--- src/rtl/cpu_param_pkg.sv ---
// Shared definitions for the parametrised multi-cycle CPU.
// Contents: opcode encoding, controller state encoding and the bit
// positions of the condition flags inside the 3-bit flags word
// {NF, CF, ZF}.
package cpu_param_pkg;

  typedef enum logic [3:0] {
    OP_NOP  = 4'h0,
    OP_ADD  = 4'h1,
    OP_SUB  = 4'h2,
    OP_AND  = 4'h3,
    OP_OR   = 4'h4,
    OP_ADDI = 4'h5,
    OP_SUBI = 4'h6,
    OP_LD   = 4'h7,
    OP_ST   = 4'h8,
    OP_JMP  = 4'h9,
    OP_JZ   = 4'hA,
    OP_JC   = 4'hB,
    OP_JN   = 4'hC,
    OP_IN   = 4'hD,
    OP_OUT  = 4'hE,
    OP_HALT = 4'hF
  } opcode_e;

  typedef enum logic [1:0] {
    ST_FETCH = 2'd0,
    ST_EXEC  = 2'd1,
    ST_MEM   = 2'd2,
    ST_HALT  = 2'd3
  } state_e;

  localparam int FLAG_ZF = 0;
  localparam int FLAG_CF = 1;
  localparam int FLAG_NF = 2;

endpackage

--- src/rtl/alu_param.sv ---
// Combinational ALU for the multi-cycle CPU.
// Ports:
//   op_i  : opcode (ADD/ADDI add, SUB/SUBI subtract, AND, OR; others give 0)
//   a_i   : left operand (destination register value)
//   b_i   : right operand (register or immediate)
//   res_o : result, modulo 2^DATA_W
//   cf_o  : carry-out for add, borrow for subtract, 0 for logic ops
//   zf_o  : result is zero
//   nf_o  : result MSB
module alu_param
  import cpu_param_pkg::*;
#(
  parameter int DATA_W = 8
) (
  input  logic [3:0]        op_i,
  input  logic [DATA_W-1:0] a_i,
  input  logic [DATA_W-1:0] b_i,
  output logic [DATA_W-1:0] res_o,
  output logic              cf_o,
  output logic              zf_o,
  output logic              nf_o
);

  // One extra bit catches the carry-out, or the borrow on subtraction
  // (the extended difference goes negative exactly when a < b unsigned).
  logic [DATA_W:0] ext;

  always_comb begin
    ext   = '0;
    res_o = '0;
    cf_o  = 1'b0;
    case (opcode_e'(op_i))
      OP_ADD, OP_ADDI: begin
        ext   = {1'b0, a_i} + {1'b0, b_i};
        res_o = ext[DATA_W-1:0];
        cf_o  = ext[DATA_W];
      end
      OP_SUB, OP_SUBI: begin
        ext   = {1'b0, a_i} - {1'b0, b_i};
        res_o = ext[DATA_W-1:0];
        cf_o  = ext[DATA_W];
      end
      OP_AND:  res_o = a_i & b_i;
      OP_OR:   res_o = a_i | b_i;
      default: res_o = '0;
    endcase
    zf_o = (res_o == '0);
    nf_o = res_o[DATA_W-1];
  end

endmodule

--- src/rtl/cpu_multicycle_param.sv ---
// Parametrised multi-cycle CPU with unified program/data memory.
// Ports:
//   clk, reset        : clock, asynchronous active-high reset
//   run               : core advances out of FETCH only while high
//   prog_we/addr/wdata: host memory write port, honoured only when run=0
//   in_data/in_valid  : input operand for IN; in_ready pulses on consume
//   out_data/out_valid: last OUT value (held); out_valid pulses per OUT
//   pc, ir, flags     : program counter, instruction register, {NF,CF,ZF}
//   halted            : core has executed HALT
module cpu_multicycle_param
  import cpu_param_pkg::*;
#(
  parameter int DATA_W  = 8,
  parameter int ADDR_W  = 4,
  parameter int RSEL_W  = 2,
  parameter int INSTR_W = 4 + RSEL_W + DATA_W
) (
  input  logic               clk,
  input  logic               reset,
  input  logic               run,
  input  logic               prog_we,
  input  logic [ADDR_W-1:0]  prog_addr,
  input  logic [INSTR_W-1:0] prog_wdata,
  input  logic [DATA_W-1:0]  in_data,
  input  logic               in_valid,
  output logic               in_ready,
  output logic [DATA_W-1:0]  out_data,
  output logic               out_valid,
  output logic [ADDR_W-1:0]  pc,
  output logic [INSTR_W-1:0] ir,
  output logic [2:0]         flags,
  output logic               halted
);

  localparam int NREG  = 1 << RSEL_W;
  localparam int DEPTH = 1 << ADDR_W;

  state_e             state_q;
  logic [ADDR_W-1:0]  pc_q;
  logic [INSTR_W-1:0] ir_q;
  logic [2:0]         flags_q;
  logic [DATA_W-1:0]  out_data_q;
  logic               out_valid_q;
  logic               in_ready_q;
  logic               halted_q;
  logic [DATA_W-1:0]  regs_q [NREG];
  logic [INSTR_W-1:0] mem_q  [DEPTH];

  // Instruction decode
  opcode_e            op;
  logic [RSEL_W-1:0]  rd;
  logic [DATA_W-1:0]  f;
  logic [RSEL_W-1:0]  rb;
  logic [ADDR_W-1:0]  addr;
  logic [DATA_W-1:0]  rd_val;
  logic [DATA_W-1:0]  alu_b;
  logic [DATA_W-1:0]  alu_res;
  logic               alu_cf, alu_zf, alu_nf;
  logic [ADDR_W-1:0]  pc_inc;
  logic               jmp_take;
  logic               host_we;
  logic               st_we;

  assign op      = opcode_e'(ir_q[INSTR_W-1 -: 4]);
  assign rd      = ir_q[INSTR_W-5 -: RSEL_W];
  assign f       = ir_q[DATA_W-1:0];
  assign rb      = f[DATA_W-1 -: RSEL_W];
  assign addr    = f[ADDR_W-1:0];
  assign rd_val  = regs_q[rd];
  assign alu_b   = (op == OP_ADDI || op == OP_SUBI) ? f : regs_q[rb];
  assign pc_inc  = pc_q + ADDR_W'(1);

  always_comb begin
    jmp_take = 1'b0;
    case (op)
      OP_JMP:  jmp_take = 1'b1;
      OP_JZ:   jmp_take = flags_q[FLAG_ZF];
      OP_JC:   jmp_take = flags_q[FLAG_CF];
      OP_JN:   jmp_take = flags_q[FLAG_NF];
      default: jmp_take = 1'b0;
    endcase
  end

  alu_param #(.DATA_W(DATA_W)) u_alu (
    .op_i  (ir_q[INSTR_W-1 -: 4]),
    .a_i   (rd_val),
    .b_i   (alu_b),
    .res_o (alu_res),
    .cf_o  (alu_cf),
    .zf_o  (alu_zf),
    .nf_o  (alu_nf)
  );

  // Memory is not reset. The ST write is qualified with reset so that an
  // aborted MEM cycle never commits; the host port only works while stopped.
  assign host_we = prog_we && !run;
  assign st_we   = (state_q == ST_MEM) && (op == OP_ST) && !reset;

  always_ff @(posedge clk) begin
    if (st_we) begin
      mem_q[addr] <= {{(INSTR_W-DATA_W){1'b0}}, rd_val};
    end else if (host_we) begin
      mem_q[prog_addr] <= prog_wdata;
    end
  end

  always_ff @(posedge clk or posedge reset) begin
    if (reset) begin
      state_q     <= ST_FETCH;
      pc_q        <= '0;
      ir_q        <= '0;
      flags_q     <= '0;
      out_data_q  <= '0;
      out_valid_q <= 1'b0;
      in_ready_q  <= 1'b0;
      halted_q    <= 1'b0;
      for (int i = 0; i < NREG; i++) regs_q[i] <= '0;
    end else begin
      // Handshake outputs are single-cycle pulses.
      out_valid_q <= 1'b0;
      in_ready_q  <= 1'b0;
      case (state_q)
        ST_FETCH: begin
          if (run) begin
            ir_q    <= mem_q[pc_q];
            state_q <= ST_EXEC;
          end
        end
        ST_EXEC: begin
          state_q <= ST_FETCH;
          pc_q    <= pc_inc;
          case (op)
            OP_ADD, OP_SUB, OP_AND, OP_OR, OP_ADDI, OP_SUBI: begin
              regs_q[rd]       <= alu_res;
              flags_q[FLAG_ZF] <= alu_zf;
              flags_q[FLAG_CF] <= alu_cf;
              flags_q[FLAG_NF] <= alu_nf;
            end
            OP_LD, OP_ST: begin
              state_q <= ST_MEM;
              pc_q    <= pc_q;
            end
            OP_JMP, OP_JZ, OP_JC, OP_JN: begin
              if (jmp_take) pc_q <= addr;
            end
            OP_IN: begin
              // Stay in EXEC with pc held until the operand arrives.
              if (in_valid) begin
                regs_q[rd] <= in_data;
                in_ready_q <= 1'b1;
              end else begin
                state_q <= ST_EXEC;
                pc_q    <= pc_q;
              end
            end
            OP_OUT: begin
              out_data_q  <= rd_val;
              out_valid_q <= 1'b1;
            end
            OP_HALT: begin
              state_q  <= ST_HALT;
              pc_q     <= pc_q;
              halted_q <= 1'b1;
            end
            default: ;
          endcase
        end
        ST_MEM: begin
          if (op == OP_LD) regs_q[rd] <= mem_q[addr][DATA_W-1:0];
          pc_q    <= pc_inc;
          state_q <= ST_FETCH;
        end
        ST_HALT: begin
          halted_q <= 1'b1;
        end
        default: state_q <= ST_FETCH;
      endcase
    end
  end

  assign pc        = pc_q;
  assign ir        = ir_q;
  assign flags     = flags_q;
  assign out_data  = out_data_q;
  assign out_valid = out_valid_q;
  assign in_ready  = in_ready_q;
  assign halted    = halted_q;

endmodule

--- config.mk ---
export PLATFORM = sky130hd
export DESIGN_NAME = cpu_multicycle_param
export DESIGN_NICKNAME = d
export VERILOG_FILES = /design/src/rtl/cpu_param_pkg.sv /design/src/rtl/alu_param.sv /design/src/rtl/cpu_multicycle_param.sv
export SDC_FILE = /design/constraint.sdc
export NUM_CORES = 1
export LEC_CHECK = 0
export BUFFER_PORTS_ARGS = -buffer_cell sky130_fd_sc_hd__buf_2
export CAP_MARGIN = 25
export CELL_PAD_IN_SITES_DETAIL_PLACEMENT = 1
export CELL_PAD_IN_SITES_GLOBAL_PLACEMENT = 2
export CORE_UTILIZATION = 39
export CTS_BUF_LIST = sky130_fd_sc_hd__clkbuf_8
export CTS_CLUSTER_DIAMETER = 100
export DETAILED_ROUTE_END_ITERATION = 8
export GPL_TIMING_DRIVEN = 0
export PLACE_DENSITY_LB_ADDON = 0.1
export SLEW_MARGIN = 20
export SYNTH_ARGS = -nofsm -noshare
export SYNTH_HDL_FRONTEND = slang
export SYNTH_SLANG_ARGS = --single-unit
--- constraint.sdc ---
create_clock -name clk -period 11.2 [get_ports clk]
set_clock_uncertainty 0.05 [all_clocks]
set_input_delay 1.68 -clock clk [delete_from_list [all_inputs] [get_ports clk]]
set_output_delay 1.68 -clock clk [all_outputs]
set_load 0.05 [all_outputs]
Word-level counts from Yosys, hierarchy flattened
Memories as Yosys holds them, arrays and structs flattened. A register that Yosys moved wholly into a read port is not among the register bits.
Cells that the tools add are included.
{ "word_totals": {"reg_bits": 52, "ramBits": 224, "inputBits": 31, "out_inout_bits": 32, "word_cells": 114, "memories": 1} }
{ "mem_list": {"columns": ["memory", "words", "width", "read_ports", "rd_ports_with_merged_regs", "write_ports", "line_no", "rtl"], "rows": [
  ["mem_q", 16, 14, 2, 1, 1, "cpu_multicycle_param.sv:47", "logic [INSTR_W-1:0] mem_q [DEPTH];"]
]} }
{ "classes": {"add_sub_neg": 3, "order_cmp": 3, "n_eq_ne": 24, "mux": 42, "bitwise": 4, "reduce_logical": 26} }
{ "ops": {"columns": ["cell", "n"], "rows": [
  ["$pmux 32 s2", 2],
  ["$bwmux 32", 3],
  ["$mux 32", 2],
  ["$mux 8", 6],
  ["$bmux 8 s2", 2],
  ["$eq 4x4->1 const B", 8],
  ["$pmux 8 s4", 1],
  ["$demux 8 s2", 1],
  ["$eq 4x3->1 const B", 4],
  ["$mux 14", 1],
  ["$reduce_or 14->1", 1],
  ["$mux 1", 13],
  ["$mux 4", 3],
  ["$pmux 2 s3", 2],
  ["$pmux 4 s3", 1],
  ["$reduce_and 2->1", 5],
  ["$add 8x8->9", 1],
  ["$sub 8x8->9", 1],
  ["$and 8x8->8", 1],
  ["$eq 4x2->1 const B", 2],
  ["$logic_not 8->1", 1],
  ["$or 8x8->8", 1],
  ["$pmux 4 s2", 1],
  ["$ge 3x3->1 const B", 2],
  ["other kinds (25)", 37]
]} }

Longest topological paths before layout
Gate-level depths: netlist (run 1).
{ "logic_depth": {"word_depth": 10, "depth_mapped": 15, "depth_no_buf": 13} }

By module
A second synthesis (run 1) with hierarchy kept.
{ "unflattened": {"cells_unflattened": 973, "area_unflattened_um2": 14594.0} }
{ "by_module_without_submodules": {"columns": ["mod", "n_inst", "cells_per_inst", "area_each_um2", "seq_area_each_um2"], "rows": [
  ["cpu_multicycle_param", 1, 800, 13371.6, 8378.0],
  ["alu_param", 1, 173, 1222.4, 0.0]
]} }

Worst setup path after synthesis (run 1)
Ideal clock, no wire load.
{ "synth_path": {"path_kind": "input-to-reg", "startpoint": "input reset", "endpoint": "memory mem_q[2][0] (netlist bit), enable pin", "setup_ns": 0.384, "arrival_time_ns": 4.642, "required_ns": 10.766, "slack_ns": 6.124, "stages": 5, "n_path_buf": 0, "cell_sequence": "inv_1 -> nand3_1 -> nor3b_1 -> a31oi_1 -> nor2_1"} }
{ "synth_between": {"elab_chain_cells": 6, "word_cells_on_any_way": 9, "classes_between": "mux: 6; reduce/logical: 3"} }
{ "synth_rtl": {"columns": ["item", "line_no", "rtl"], "rows": [
  ["start: declaration", "cpu_multicycle_param.sv:19", "input logic reset,"],
  ["$logic_not 1->1 (no line) *", null, null],
  ["$logic_and 1x1->1 *", "cpu_multicycle_param.sv:97", "assign st_we = (state_q == ST_MEM) && (op == OP_ST) && !reset;"],
  ["$mux 1", "cpu_multicycle_param.sv:100", "if (st_we) begin"],
  ["$mux 1 (not written as such)", "cpu_multicycle_param.sv:103", "mem_q[prog_addr] <= prog_wdata;"],
  ["$reduce_or 14->1 (no line)", null, null],
  ["$mux 4 (no line) / $mux 1 (equally long branches)", null, null],
  ["end: declaration", "cpu_multicycle_param.sv:47", null]
]} }
Every way passes the cells marked *; elsewhere a longest branch is shown, timed or not.

Final worst setup path (run 1)
{ "layout_path": {"startpoint": "register ir_q[10], in the netlist ir[10], read port of mem_q", "endpoint": "register regs_q[6] (netlist bit)"} }
{ "layout_between": {"elab_chain_cells": 8, "word_cells_on_any_way": 25, "classes_between": "add/sub: 2; eq/ne: 11; mux: 5; bitwise: 2; reduce/logical: 5"} }
{ "layout_rtl": {"columns": ["item", "line_no", "rtl"], "rows": [
  ["start: declaration", "cpu_multicycle_param.sv:40", "logic [INSTR_W-1:0] ir_q;"],
  ["$eq 4x3->1", "alu_param.sv:32, cpu_multicycle_param.sv:70, cpu_multicycle_param.sv:132", null],
  ["$logic_or 1x1->1", "cpu_multicycle_param.sv:70", "assign alu_b = (op == OP_ADDI || op == OP_SUBI) ? f : regs_q[rb];"],
  ["$mux 8", "cpu_multicycle_param.sv:70", null],
  ["$sub 8x8->9 (tied with other cells)", "alu_param.sv:39", "ext = {1'b0, a_i} - {1'b0, b_i};"],
  ["$pmux 8 s4", "alu_param.sv:32", "case (opcode_e'(op_i))"],
  ["$bwmux 32", "cpu_multicycle_param.sv:134", "regs_q[rd] <= alu_res;"],
  ["$pmux 32 s2", "cpu_multicycle_param.sv:132", "case (op)"],
  ["$pmux 32 s2", "cpu_multicycle_param.sv:122", "case (state_q)"],
  ["end signal: indexed assignment", "cpu_multicycle_param.sv:134", null],
  ["end signal: indexed assignment", "cpu_multicycle_param.sv:149", "regs_q[rd] <= in_data;"],
  ["end signal: indexed assignment", "cpu_multicycle_param.sv:169", "if (op == OP_LD) regs_q[rd] <= mem_q[addr][DATA_W-1:0];"],
  ["end: declaration", "cpu_multicycle_param.sv:46", "logic [DATA_W-1:0] regs_q [NREG];"]
]} }
Several ways; a longest one is shown, not always the timed one.
A chain may end at the register's enable or synchronous reset.

==> results of run 1 <==
[layout make-up]
| class | instances | area (µm²) | share of cell area |
|---|---|---|---|
| Sequential cell | 290 | 8380 | 0.509 |
| Multi-Input combinational cell | 495 | 5670 | 0.345 |
| Clock buffer | 53 | 729 | 0.0443 |
| Tap cell | 461 | 577 | 0.0351 |
| Timing Repair Buffer | 73 | 420 | 0.0256 |
| Buffer | 57 | 295 | 0.0180 |
| Clock inverter | 38 | 249 | 0.0151 |
| Inverter | 33 | 126 | 0.00768 |
[layer usage]
layer / up-vias / part of all wire / track usage
li1: 3771 / - / -
met1: 4578 / 0.42 / 0.305
met2: 266 / 0.50 / 0.406
met3: 91 / 0.049 / 0.0445
met4: 0 / 0.037 / 0.108
met5: - / 0 / 0
[stage by stage]
stage	area [µm²]	power (µW)
global route	16400	2250
finish	16400	2170
detailed placement	15500	1230
CTS	16400	2200
global placement	15200	1230
floorplan	14300	1210
[worst max-delay path: cells and delay by family (launching register included)]
kind / cells / cell delay, ns
AOI/OAI and AO/OA: 6 / 1.65
buffers and inverters: 2 / 0.87
muxes: 2 / 0.72
adders and majority gates: 2 / 0.66
DFF: 1 / 0.40
and+or+nand+nor: 1 / 0.22
xor gates and xnor gates: 1 / 0.17
[kinds of logic (layout without fill, tap and decap cells)]
logic type	after synthesis	in the layout
multiplexers	200	200
AND/OR/NAND/NOR	140	140
buffers and inverters	90	254
XOR/XNOR	5	5
flip-flops	290	290
adder cells (fa/ha/maj)	31	31
AO/OA/AOI/OAI	119	119
[layout by cell type (no fill, tap or decap), types with 4 or more instances in the layout]
| cell | instances |
|---|---|
| nand2_1 | 25 |
| buf_6 | 5 |
| a21o_1 | 4 |
| buf_2 | 79 |
| o31ai_1 | 7 |
| nand3b_1 | 6 |
| and2_1 | 6 |
| nor2_1 | 31 |
| xnor2_1 | 5 |
| o22ai_1 | 12 |
| nor3b_1 | 9 |
| and3_1 | 4 |
| mux4_2 | 119 |
| buf_4 | 15 |
| clkinv_1 | 14 |
| nor2b_1 | 4 |
| mux2i_1 | 21 |
| a21oi_1 | 23 |
| nand2b_1 | 9 |
| a31oi_1 | 12 |
| clkinv_2 | 6 |
| o21ai_1 | 11 |
| buf_1 | 9 |
| clkbuf_1 | 20 |
| nor3_1 | 11 |
| o21ai_0 | 14 |
| edfxtp_1 | 224 |
| mux2_2 | 60 |
| nand3_1 | 4 |
| dfrtp_1 | 66 |
| ha_1 | 29 |
| clkbuf_8 | 53 |
| nor2_4 | 16 |
| inv_1 | 45 |
[path summary, 6_finish.rpt]
| kind | cells after the start | slack [ns] | end |
|---|---|---|---|
| max in group asynchronous | 3 | 9.55 | flags[1] |
| hold reg to reg | 2 | 0.43 | halted |
| hold / removal | 2 | 0.43 | halted |
| setup / recovery | 14 | 6.35 | regs_q[6] |
| min in group asynchronous | 2 | 0.97 | regs_q[4] |
| setup reg to reg | 14 | 6.35 | regs_q[6] |
[sequential cells by signal, indices dropped and copies added (netlist names), 2 cells and up]
| signal | flops |
|---|---|
| state_q | 2 |
| regs_q | 32 |
| ir | 14 |
| out_data | 8 |
| flags | 3 |
| pc | 4 |
| mem_q | 224 |
[power by group through the flow]
stage / combinational, µW / sequential [µW] / clock (µW)
floorplan: 18.2 / 1190 / 0
global placement: 36.6 / 1190 / 0
detailed placement: 43.0 / 1190 / 0
CTS: 43.2 / 1170 / 992
global route: 45.9 / 1170 / 1030
finish: 42.1 / 1170 / 966
==> impl_results.html, run 1 <==
<table>
<tr><th>Metric</th><th>Value</th></tr>
<tr><th colspan="2">Layout</th></tr>
<tr><td>Final standard cell utilization of the core</td><td>0.458</td></tr>
<tr><td>Syn-to-layout area delta</td><td>14.6%</td></tr>
<tr><td>Count of placed standard cells in the final layout, fillers left out</td><td>1500</td></tr>
<tr><td>Antenna cells</td><td>0</td></tr>
<tr><td>Fill cell count</td><td>3540</td></tr>
<tr><td>Net count, final</td><td>1062</td></tr>
<tr><td>Share of cells above drive strength 1</td><td>0.361</td></tr>
<tr><th colspan="2">Clocking</th></tr>
<tr><td>Reg clk slew, reported paths</td><td>0.06 ns</td></tr>
<tr><td>Count of cells resized by post-cts repair</td><td>0</td></tr>
<tr><td>Post-CTS Hold Fix Bufs</td><td>0</td></tr>
<tr><td>Number of H-tree levels</td><td>2</td></tr>
<tr><td>Root buffer cell</td><td>clkbuf_8</td></tr>
<tr><td>Post-CTS Setup Bufs</td><td>0</td></tr>
<tr><td>Sinks on the clock net</td><td>290</td></tr>
<tr><td>Maximum clock path buffer count</td><td>3</td></tr>
<tr><td>Clock Latency Late Sink</td><td>0.65 ns</td></tr>
<tr><td>TritonCTS clock tree</td><td>done</td></tr>
<tr><td>Cts bufs inserted</td><td>50</td></tr>
<tr><th colspan="2">Synthesis</th></tr>
<tr><td>Multiplexer fraction of the synthesized cell area</td><td>0.249</td></tr>
<tr><td>Mapped Nets</td><td>937</td></tr>
<tr><td>Area contributors post-synth</td><td>edfxtp_1 47%, mux4_2 19%, dfrtp_1 12%, mux2_2 4.7%, ha_1 2.5%</td></tr>
<tr><td>Most area-hungry cell type in the Yosys netlist</td><td>edfxtp_1</td></tr>
<tr><td>List of most frequent post-synthesis cells</td><td>224 x edfxtp_1, 119 x mux4_2, 66 x dfrtp_1</td></tr>
<tr><td>Mapped Avg Cell Area</td><td>16.4 µm²</td></tr>
<tr><td>Share of synthesized cell area in and, or, nand and nor gates</td><td>0.0500</td></tr>
<tr><td>Ys flop type</td><td>edfxtp_1</td></tr>
<tr><td>Largest family of logic cells by synthesized area</td><td>multiplexers</td></tr>
<tr><td>Number of standard cells after synthesis</td><td>875</td></tr>
<tr><td>Number of enable flip-flop cells after synthesis</td><td>224</td></tr>
<tr><td>Sequential element share of the synthesized area</td><td>0.584</td></tr>
<tr><td>Complex-gate fraction of the synthesized area</td><td>0.0574</td></tr>
<tr><td>Flip-flop and latch count after synthesis</td><td>290</td></tr>
<tr><td>Yosys synthesis warning count</td><td>0</td></tr>
<tr><td>Most frequent cell after synthesis</td><td>edfxtp_1</td></tr>
<tr><td>Cell Area, Synth</td><td>14300 µm²</td></tr>
<tr><td>Area share of fa/ha/maj cells after synthesis</td><td>0.0281</td></tr>
<tr><td>Count of different cell masters after synthesis</td><td>67</td></tr>
<tr><td>Share of flip-flops with an asynchronous set or reset</td><td>0.228</td></tr>
<tr><td>Xor and xnor area share after synthesis</td><td>0.00305</td></tr>
<tr><td>Post-synth top area share</td><td>0.469</td></tr>
<tr><th colspan="2">Status</th></tr>
<tr><td>Status</td><td>complete, no violations</td></tr>
<tr><th colspan="2">Global routing</th></tr>
<tr><td>Pin count of the biggest net entering global routing</td><td>48</td></tr>
<tr><td>GR Overflow Total</td><td>0</td></tr>
<tr><td>Initial antenna violation count</td><td>0</td></tr>
<tr><td>Aggregate global-route resource usage</td><td>0.242</td></tr>
<tr><td>Wire length of the first global-routing pass</td><td>64.2 mm</td></tr>
<tr><td>Vias in the first global route</td><td>9459</td></tr>
<tr><th colspan="2">Power and ir drop</th></tr>
<tr><td>Sequential fraction of design power</td><td>0.537</td></tr>
<tr><td>Internal Dissipation</td><td>1690 µW</td></tr>
<tr><td>Pwr Density</td><td>132 nW/µm²</td></tr>
<tr><td>Combinational share of power</td><td>0.019</td></tr>
<tr><td>Net switching share of the total power</td><td>0.224</td></tr>
<tr><td>Static Leakage</td><td>0.00556 µW</td></tr>
<tr><td>VDD IR max</td><td>0.0000971 V</td></tr>
<tr><td>Clock network fraction of design power</td><td>0.444</td></tr>
<tr><td>Sw power</td><td>488 µW</td></tr>
<tr><th colspan="2">Timing</th></tr>
<tr><td>Number of slew-limit violations in the final report</td><td>0</td></tr>
<tr><td>Setup slack of the critical path after layout</td><td>6.35 ns</td></tr>
<tr><td>Final number of hold-violating endpoints</td><td>0</td></tr>
<tr><td>Post-route minimum period</td><td>4.85 ns</td></tr>
<tr><td>Setup TNS Final</td><td>0 ns</td></tr>
<tr><td>Post-route fraction of the period consumed by the critical path</td><td>0.433</td></tr>
<tr><td>Hold Slack</td><td>0.428 ns</td></tr>
<tr><td>Transition time at the pin with the least slew margin</td><td>1.13 ns</td></tr>
<tr><td>Unrepaired setup endpoints after global routing</td><td>false</td></tr>
<tr><td>Total setup violations reported at the end of the flow</td><td>0</td></tr>
<tr><td>Max Clock Freq</td><td>206 MHz</td></tr>
<tr><td>Tightest slew margin relative to the limit</td><td>0.249</td></tr>
<tr><th colspan="2">Drt</th></tr>
<tr><td>Number of detailed-routing iterations run before antenna repair</td><td>4</td></tr>
<tr><td>DR DRC count</td><td>0</td></tr>
<tr><td>WL final</td><td>44.5 mm</td></tr>
<tr><td>Antenna Violating Nets Remaining</td><td>0</td></tr>
<tr><td>Detailed-route via count</td><td>8706</td></tr>
<tr><td>Initial DRC count</td><td>584</td></tr>
<tr><td>Avg Vias per Cell</td><td>5.80</td></tr>
<tr><td>Routed WL per cell</td><td>29.7 µm</td></tr>
<tr><th colspan="2">Place</th></tr>
<tr><td>Worst setup slack after placement</td><td>6.40 ns</td></tr>
<tr><td>Buffers on Ports</td><td>62</td></tr>
<tr><td>Detailed placer's ending HPWL</td><td>29.7 mm</td></tr>
<tr><td>Total placed cells including tap cells</td><td>1409</td></tr>
<tr><td>Gp weighted congestion</td><td>0.794</td></tr>
<tr><th colspan="2">Floorplan</th></tr>
<tr><td>Core area</td><td>35900 µm²</td></tr>
<tr><td>Number of cell rows</td><td>69</td></tr>
<tr><td>Effective utilization at floorplan</td><td>0.400</td></tr>
<tr><td>Die width</td><td>194 µm</td></tr>
<tr><td>Y dimension of the die</td><td>194 µm</td></tr>
<tr><td>I/O pin total</td><td>63</td></tr>
<tr><td>Full die area</td><td>37600 µm²</td></tr>
<tr><th colspan="2">Hold path</th></tr>
<tr><td>Min-Delay Path Class</td><td>flip-flop to flip-flop</td></tr>
<tr><td>Beginning of the worst hold path</td><td>halted</td></tr>
<tr><th colspan="2">Worst setup path</th></tr>
<tr><td>Highest net fanout along the worst path</td><td>10</td></tr>
<tr><td>Standard cell with the maximum stage delay on the critical path</td><td>clkbuf_1</td></tr>
<tr><td>Maximum single-stage delay on the critical path</td><td>0.65 ns</td></tr>
<tr><td>Critical path class</td><td>flip-flop to flip-flop</td></tr>
<tr><td>Launch point of the critical path</td><td>ir[10]</td></tr>
<tr><td>Sort of element at the end of the critical path</td><td>flip-flop</td></tr>
<tr><td>Data required time at the worst endpoint</td><td>11.65 ns</td></tr>
<tr><td>Ordered list of cells on the worst path</td><td>buf_2, nand2b_1, a21o_1, clkbuf_1, mux2_2, ha_1, fa_1, o21bai_1, a21oi_1, o31ai_1, xnor2_1, a221oi_2, o21bai_1, mux2_2</td></tr>
<tr><td>Critical path startpoint category</td><td>flip-flop</td></tr>
<tr><td>Worst Path Arrival</td><td>5.30 ns</td></tr>
<tr><td>Reg-to-reg critical path startpoint</td><td>ir[10]</td></tr>
<tr><th colspan="2">Run</th></tr>
<tr><td>Maximum capacitance violations</td><td>0</td></tr>
</table>
Power figures use the tool's default switching activity.
==> inputs of run 2 (changes only) <==
==> constraint.sdc (replaced) <==
create_clock -name clk -period 3.9 [get_ports clk]
set_clock_uncertainty 0.05 [all_clocks]
set_input_delay 0.585 -clock clk [delete_from_list [all_inputs] [get_ports clk]]
set_output_delay 0.585 -clock clk [all_outputs]
set_load 0.05 [all_outputs]
==> run 2 against run 1 <==
Effect of this change:
- die area stayed put
- clock power grew to 2.8 times the previous value
- setup slack worse by 6.3 ns
- final cell count is 0.13% lower
- utilization is 0.48 points higher
- via count is 0.24% higher
- sequential power grew to 2.9 times the previous value
- first-iteration DRC count is 8.0% higher
- largest cell class unchanged
- highest routed layer unchanged
==> impl_results.html, run 2 (synthesis gave the netlist of run 1 again) <==
<table>
<tr><th>Metric</th><th>Value</th></tr>
<tr><th colspan="2">Status</th></tr>
<tr><td>Status</td><td>complete, no violations</td></tr>
<tr><th colspan="2">Floorplan</th></tr>
<tr><td>Core area</td><td>35900 µm²</td></tr>
<tr><td>Number of cell rows</td><td>69</td></tr>
<tr><td>I/O pin total</td><td>63</td></tr>
<tr><td>Effective utilization at floorplan</td><td>0.400</td></tr>
<tr><td>Y dimension of the die</td><td>194 µm</td></tr>
<tr><td>Die width</td><td>194 µm</td></tr>
<tr><td>Full die area</td><td>37600 µm²</td></tr>
<tr><th colspan="2">Worst setup path</th></tr>
<tr><td>Highest net fanout along the worst path</td><td>10</td></tr>
<tr><td>Worst Path Arrival</td><td>4.25 ns</td></tr>
<tr><td>Critical path startpoint category</td><td>flip-flop</td></tr>
<tr><td>Sort of element at the end of the critical path</td><td>flip-flop</td></tr>
<tr><td>Data required time at the worst endpoint</td><td>4.34 ns</td></tr>
<tr><td>Critical path class</td><td>flip-flop to flip-flop</td></tr>
<tr><th colspan="2">Clocking</th></tr>
<tr><td>Root buffer cell</td><td>clkbuf_8</td></tr>
<tr><td>Sinks on the clock net</td><td>290</td></tr>
<tr><td>Reg clk slew, reported paths</td><td>0.06 ns</td></tr>
<tr><td>Clock Latency Late Sink</td><td>0.61 ns</td></tr>
<tr><td>Maximum clock path buffer count</td><td>3</td></tr>
<tr><td>Cts bufs inserted</td><td>50</td></tr>
<tr><td>TritonCTS clock tree</td><td>done</td></tr>
<tr><td>Number of H-tree levels</td><td>2</td></tr>
<tr><th colspan="2">Global routing</th></tr>
<tr><td>Vias in the first global route</td><td>9063</td></tr>
<tr><td>Pin count of the biggest net entering global routing</td><td>29</td></tr>
<tr><td>Initial antenna violation count</td><td>3</td></tr>
<tr><td>Aggregate global-route resource usage</td><td>0.237</td></tr>
<tr><td>GR Overflow Total</td><td>0</td></tr>
<tr><td>Wire length of the first global-routing pass</td><td>63.3 mm</td></tr>
<tr><th colspan="2">Timing</th></tr>
<tr><td>Hold Slack</td><td>0.0106 ns</td></tr>
<tr><td>Number of slew-limit violations in the final report</td><td>0</td></tr>
<tr><td>Tightest slew margin relative to the limit</td><td>0.260</td></tr>
<tr><td>Unrepaired setup endpoints after global routing</td><td>true</td></tr>
<tr><td>Post-route fraction of the period consumed by the critical path</td><td>0.977</td></tr>
<tr><td>Post-route minimum period</td><td>3.81 ns</td></tr>
<tr><td>Total setup violations reported at the end of the flow</td><td>0</td></tr>
<tr><td>Setup slack of the critical path after layout</td><td>0.0908 ns</td></tr>
<tr><td>Final number of hold-violating endpoints</td><td>0</td></tr>
<tr><td>Transition time at the pin with the least slew margin</td><td>1.11 ns</td></tr>
<tr><td>Max Clock Freq</td><td>263 MHz</td></tr>
<tr><th colspan="2">Place</th></tr>
<tr><td>Buffers on Ports</td><td>62</td></tr>
<tr><td>Worst setup slack after placement</td><td>-0.779 ns</td></tr>
<tr><td>Gp weighted congestion</td><td>0.801</td></tr>
<tr><td>Detailed placer's ending HPWL</td><td>29.6 mm</td></tr>
<tr><td>Total placed cells including tap cells</td><td>1404</td></tr>
<tr><td>Area post-placement</td><td>15400 µm²</td></tr>
<tr><th colspan="2">Layout</th></tr>
<tr><td>Final standard cell utilization of the core</td><td>0.463</td></tr>
<tr><td>Net count, final</td><td>1064</td></tr>
<tr><td>Share of cells above drive strength 1</td><td>0.397</td></tr>
<tr><td>Flip-flop count of the largest register after layout</td><td>224</td></tr>
<tr><td>Commonest non-fill, non-tap cell in the layout</td><td>edfxtp_1</td></tr>
<tr><td>Commonest cells after routing, fill and taps aside</td><td>224 x edfxtp_1, 119 x mux4_2, 78 x buf_2</td></tr>
<tr><td>Syn-to-layout area delta</td><td>15.8%</td></tr>
<tr><td>Count of placed standard cells in the final layout, fillers left out</td><td>1498</td></tr>
<tr><td>Fill cell count</td><td>3469</td></tr>
<tr><td>Antenna cells</td><td>0</td></tr>
<tr><td>Post-route cell area</td><td>16600 µm²</td></tr>
<tr><td>Top register by number of flip-flops</td><td>mem_q</td></tr>
<tr><th colspan="2">Power and ir drop</th></tr>
<tr><td>Pwr Density</td><td>370 nW/µm²</td></tr>
<tr><td>Net switching share of the total power</td><td>0.230</td></tr>
<tr><td>VDD IR max</td><td>0.000343 V</td></tr>
<tr><td>Internal Dissipation</td><td>4740 µW</td></tr>
<tr><td>Sw power</td><td>1420 µW</td></tr>
<tr><td>Sequential fraction of design power</td><td>0.545</td></tr>
<tr><td>Static Leakage</td><td>0.00562 µW</td></tr>
<tr><td>Clock network fraction of design power</td><td>0.435</td></tr>
<tr><td>Combinational share of power</td><td>0.020</td></tr>
<tr><th colspan="2">Drt</th></tr>
<tr><td>Initial DRC count</td><td>631</td></tr>
<tr><td>DR DRC count</td><td>0</td></tr>
<tr><td>Detailed-route via count</td><td>8727</td></tr>
<tr><td>Antenna Violating Nets Remaining</td><td>0</td></tr>
<tr><td>Routed WL per cell</td><td>29.3 µm</td></tr>
<tr><td>Avg Vias per Cell</td><td>5.83</td></tr>
<tr><td>WL final</td><td>43.9 mm</td></tr>
<tr><td>Number of detailed-routing iterations run before antenna repair</td><td>4</td></tr>
<tr><th colspan="2">Hold path</th></tr>
<tr><td>Min-Delay Path Class</td><td>input port to async pin</td></tr>
<tr><th colspan="2">Run</th></tr>
<tr><td>Maximum capacitance violations</td><td>0</td></tr>
</table>
## run 2: final timing paths
path / depth (start not counted) / to / slack [ns] / from
setup / recovery: 13 / regs_q[6] / 0.09 / ir[10]
hold / removal: 3 / regs_q[7] / 0.01 / reset
setup reg to reg: 13 / regs_q[6] / 0.09 / ir[10]
hold reg to reg: 2 / halted / 0.43 / halted
max in group asynchronous: 3 / out_data[4] / 2.56 / reset
min in group clk: 3 / in_ready / 0.18 / in_valid
## run 2: area by class of cell
cell class	count	area (µm²)	share of cell area
clock inverters	33	208	0.0125
repair buffers	79	492	0.0296
flip-flops and latches	290	8390	0.505
multi-input cells	495	5790	0.348
well taps	461	577	0.0347
plain buffers	53	300	0.0181
clock buffers	54	743	0.0447
inverters	33	128	0.00768
## run 2: power by group through the flow
stage	sequential (µW)	clock [µW]	combinational [µW]
floorplan	3410	0	52.6
global placement	3420	0	108
detailed placement	3410	0	124
CTS	3350	2730	126
global route	3350	2840	135
finish	3350	2680	123
## run 2: routing by layer
layer | track usage | up-vias | share of wire
met5 | 0 | - | 0
met3 | 0.0296 | 71 | 0.041
met1 | 0.321 | 4639 | 0.44
li1 | - | 3773 | -
met2 | 0.396 | 244 | 0.49
met4 | 0.0841 | 0 | 0.032
## run 2: what timing repair did
action	4_1_cts	5_1_grt
hold buffers	1	0
gates resized for setup	13	20
endpoints found under the hold margin	15	0
endpoints found under the setup margin	47	243
pin swaps	2	6
setup buffers	2	4
## run 2: worst max-delay path, stage by stage (launching register included)
cell and delay [ns]:
dfrtp_2 0.41, buf_2 0.18, nand2b_2 0.23, a21o_4 0.28, mux2_2 0.31, ha_2 0.21, fa_2 0.38, a21o_1 0.23
a221oi_2 0.33, xnor2_1 0.16, o22ai_1 0.14, a221oi_4 0.35, o21bai_1 0.14, mux2_2 0.27
## run 2: stage by stage
stage	power, µW	setup TNS, ns
global placement	3520	-755.80
floorplan	3460	-0.0157
finish	6150	0
detailed placement	3540	-69.26
global route	6330	-0.0332
CTS	6210	-0.00587
==> inputs of run 3 (changes only) <==
--- a/config.mk
+++ b/config.mk
@@ -9,11 +9,12 @@
 export CAP_MARGIN = 25
 export CELL_PAD_IN_SITES_DETAIL_PLACEMENT = 1
 export CELL_PAD_IN_SITES_GLOBAL_PLACEMENT = 2
-export CORE_UTILIZATION = 39
+export CORE_UTILIZATION = 31
 export CTS_BUF_LIST = sky130_fd_sc_hd__clkbuf_8
 export CTS_CLUSTER_DIAMETER = 100
 export DETAILED_ROUTE_END_ITERATION = 8
 export GPL_TIMING_DRIVEN = 0
+export HOLD_SLACK_MARGIN = 0.02
 export PLACE_DENSITY_LB_ADDON = 0.1
 export SLEW_MARGIN = 20
 export SYNTH_ARGS = -nofsm -noshare
==> run 3 against run 2 <==
Effect of this change:
- die area increased by 26%
- register-to-register slack about the same
- non-clock buffer count increased by 8
- sequential power about the same
- worst hold slack improved by 0.10 ns
- final cell count increased by 9.7%
- global-route usage decreased by 3.3 points
- largest cell class unchanged
- critical endpoint is now mem_q[14][6]
==> impl_results.html, run 3 (synthesis gave the netlist of run 1 again) <==
<table>
<tr><th>Metric</th><th>Value</th></tr>
<tr><th colspan="2">Floorplan</th></tr>
<tr><td>Y dimension of the die</td><td>217 µm</td></tr>
<tr><td>Effective utilization at floorplan</td><td>0.316</td></tr>
<tr><td>Number of cell rows</td><td>78</td></tr>
<tr><td>Core area</td><td>45500 µm²</td></tr>
<tr><td>I/O pin total</td><td>63</td></tr>
<tr><td>Die width</td><td>217 µm</td></tr>
<tr><td>Full die area</td><td>47100 µm²</td></tr>
<tr><th colspan="2">Drt</th></tr>
<tr><td>Detailed-route via count</td><td>8733</td></tr>
<tr><td>Top routing layer in use</td><td>met4</td></tr>
<tr><td>Initial DRC count</td><td>622</td></tr>
<tr><td>Routed wire length on met3</td><td>1.80 mm</td></tr>
<tr><td>Total length of routed met2 wires</td><td>23.1 mm</td></tr>
<tr><td>Met1 WL</td><td>20.9 mm</td></tr>
<tr><td>Avg Vias per Cell</td><td>5.32</td></tr>
<tr><td>DR DRC count</td><td>0</td></tr>
<tr><td>Antenna Violating Nets Remaining</td><td>0</td></tr>
<tr><td>Number of detailed-routing iterations run before antenna repair</td><td>5</td></tr>
<tr><td>Routed WL per cell</td><td>28.7 µm</td></tr>
<tr><td>WL final</td><td>47.2 mm</td></tr>
<tr><th colspan="2">Layout</th></tr>
<tr><td>Syn-to-layout area delta</td><td>18.3%</td></tr>
<tr><td>Net count, final</td><td>1076</td></tr>
<tr><td>Commonest cells after routing, fill and taps aside</td><td>224 x edfxtp_1, 119 x mux4_2, 79 x buf_2</td></tr>
<tr><td>Top register by number of flip-flops</td><td>mem_q</td></tr>
<tr><td>Flip-flop count of the largest register after layout</td><td>224</td></tr>
<tr><td>Final standard cell utilization of the core</td><td>0.373</td></tr>
<tr><td>Share of cells above drive strength 1</td><td>0.406</td></tr>
<tr><td>Post-route cell area</td><td>17000 µm²</td></tr>
<tr><td>Commonest non-fill, non-tap cell in the layout</td><td>edfxtp_1</td></tr>
<tr><td>Antenna cells</td><td>0</td></tr>
<tr><th colspan="2">Clocking</th></tr>
<tr><td>Clock Latency Late Sink</td><td>0.66 ns</td></tr>
<tr><td>Reg clk slew, reported paths</td><td>0.05 ns</td></tr>
<tr><td>TritonCTS clock tree</td><td>done</td></tr>
<tr><td>Cts bufs inserted</td><td>53</td></tr>
<tr><td>Number of H-tree levels</td><td>2</td></tr>
<tr><td>Sinks on the clock net</td><td>290</td></tr>
<tr><td>Maximum clock path buffer count</td><td>3</td></tr>
<tr><td>Root buffer cell</td><td>clkbuf_8</td></tr>
<tr><th colspan="2">Worst setup path</th></tr>
<tr><td>Data required time at the worst endpoint</td><td>4.13 ns</td></tr>
<tr><td>Worst R2R Path Depth</td><td>13</td></tr>
<tr><td>Worst Path Arrival</td><td>4.07 ns</td></tr>
<tr><td>Standard cell with the maximum stage delay on the critical path</td><td>a31oi_1</td></tr>
<tr><td>Most numerous cell on the critical path</td><td>a31oi_1</td></tr>
<tr><td>Maximum single-stage delay on the critical path</td><td>0.74 ns</td></tr>
<tr><td>Reg-to-reg critical path startpoint</td><td>ir[13]</td></tr>
<tr><td>Sort of element at the end of the critical path</td><td>flip-flop</td></tr>
<tr><td>Critical path depth</td><td>9</td></tr>
<tr><td>Critical path class</td><td>input port to flip-flop</td></tr>
<tr><td>Worst Path Buf+Inv</td><td>5</td></tr>
<tr><td>Worst path top cell family by delay</td><td>buffers and inverters</td></tr>
<tr><td>Highest net fanout along the worst path</td><td>26</td></tr>
<tr><td>FF-to-FF End</td><td>regs_q[6]</td></tr>
<tr><td>Slack of the worst reg-to-reg path</td><td>0.08 ns</td></tr>
<tr><td>Ordered list of cells on the worst path</td><td>dlygate4sd3_1, buf_2, clkinvlp_4, buf_12, a31oi_1, clkbuf_1, nor2_1, a31oi_1, nor2_4</td></tr>
<tr><td>Critical path startpoint category</td><td>input port</td></tr>
<tr><th colspan="2">Timing</th></tr>
<tr><td>Transition time at the pin with the least slew margin</td><td>1.10 ns</td></tr>
<tr><td>Unrepaired setup endpoints after global routing</td><td>true</td></tr>
<tr><td>Total setup violations reported at the end of the flow</td><td>0</td></tr>
<tr><td>Hold Slack</td><td>0.111 ns</td></tr>
<tr><td>Max Clock Freq</td><td>260 MHz</td></tr>
<tr><td>Number of slew-limit violations in the final report</td><td>0</td></tr>
<tr><td>Tightest slew margin relative to the limit</td><td>0.265</td></tr>
<tr><td>Post-route fraction of the period consumed by the critical path</td><td>0.985</td></tr>
<tr><td>Setup slack of the critical path after layout</td><td>0.0570 ns</td></tr>
<tr><td>Final number of hold-violating endpoints</td><td>0</td></tr>
<tr><td>Post-route minimum period</td><td>3.84 ns</td></tr>
<tr><th colspan="2">Power and ir drop</th></tr>
<tr><td>Combinational share of power</td><td>0.022</td></tr>
<tr><td>Clock network fraction of design power</td><td>0.427</td></tr>
<tr><td>Sw power</td><td>1410 µW</td></tr>
<tr><td>Static Leakage</td><td>0.00567 µW</td></tr>
<tr><td>VDD IR max</td><td>0.000218 V</td></tr>
<tr><td>Pwr Density</td><td>358 nW/µm²</td></tr>
<tr><td>Internal Dissipation</td><td>4680 µW</td></tr>
<tr><td>Net switching share of the total power</td><td>0.231</td></tr>
<tr><td>Sequential fraction of design power</td><td>0.551</td></tr>
<tr><th colspan="2">Hold path</th></tr>
<tr><td>Beginning of the worst hold path</td><td>in_valid</td></tr>
<tr><td>Number of cells on the worst hold path</td><td>3</td></tr>
<tr><td>Min-Delay Endpoint</td><td>in_ready</td></tr>
<tr><td>Min-Delay Path Class</td><td>input port to flip-flop</td></tr>
<tr><th colspan="2">Place</th></tr>
<tr><td>Gp weighted congestion</td><td>0.788</td></tr>
<tr><td>Worst setup slack after placement</td><td>-0.890 ns</td></tr>
<tr><td>Buffers on Ports</td><td>62</td></tr>
<tr><td>Detailed placer's ending HPWL</td><td>31.7 mm</td></tr>
<tr><td>Area post-placement</td><td>15700 µm²</td></tr>
<tr><th colspan="2">Global routing</th></tr>
<tr><td>Pin count of the biggest net entering global routing</td><td>27</td></tr>
<tr><td>Aggregate global-route resource usage</td><td>0.204</td></tr>
<tr><td>Initial antenna violation count</td><td>0</td></tr>
<tr><td>Vias in the first global route</td><td>9308</td></tr>
<tr><td>Wire length of the first global-routing pass</td><td>67.7 mm</td></tr>
<tr><td>GR Overflow Total</td><td>0</td></tr>
<tr><th colspan="2">Status</th></tr>
<tr><td>Status</td><td>complete, no violations</td></tr>
<tr><th colspan="2">Run</th></tr>
<tr><td>Maximum capacitance violations</td><td>0</td></tr>
</table>
## run 3: worst max-delay path by stage
stage,startpoint,endpoint,slack (ns)
final,reset,mem_q[14][6],0.06
after global routing,reset,mem_q[13][6],-0.18
after CTS,ir[13],regs_q[6],-0.09
after detailed placement,ir[10],regs_q[6],-0.89
after global placement,reset,mem_q[8][5],-2.18
after floorplan,ir[10],regs_q[6],-0.02
## run 3: layout make-up
type                       instances  area (µm²)
tap                              600         751
sequential                       290        8380
clock buffer                      55         757
clock inverter                    29         135
inverter                          33         128
buffer                            50         282
timing repair buffer              90         686
fill                            4678       28500
multi-input combinational        496        5860
## run 3: worst min-delay path: stages
cell,delay [ns]
buf_2,0.11
inv_1,0.04
nor3_1,0.04
## run 3: metrics by stage
step           TNS [ns]  cells  power, µW
2_1_floorplan   -0.0157    875       3460
6_report              0   1643       6090
5_1_grt          -21.22   1643       6290
4_1_cts         -0.0890   1629       6180
3_5_place_dp     -22.63   1546       3540
3_3_place_gp    -755.94   1537       3530
## run 3: power by group through the flow
stage | clock network, µW | registers [µW] | logic, µW
finish | 2600 | 3350 | 133
floorplan | 0 | 3410 | 52.6
global placement | 0 | 3420 | 111
detailed placement | 0 | 3410 | 129
global route | 2800 | 3350 | 145
CTS | 2700 | 3350 | 130
## run 3: repair_timing
action	CTS	global route
gates cloned	1	0
setup endpoints to repair	31	315
pin swaps	1	10
hold endpoints to repair	16	0
hold buffers	1	0
buffers inserted	1	15
resized for setup	24	13
## run 3: metal layers
layer | vias to the layer above | global-route usage
li1 | 3799 | -
met1 | 4674 | 0.270
met3 | 73 | 0.0338
met2 | 187 | 0.341
met5 | - | 0
met4 | 0 | 0.0697
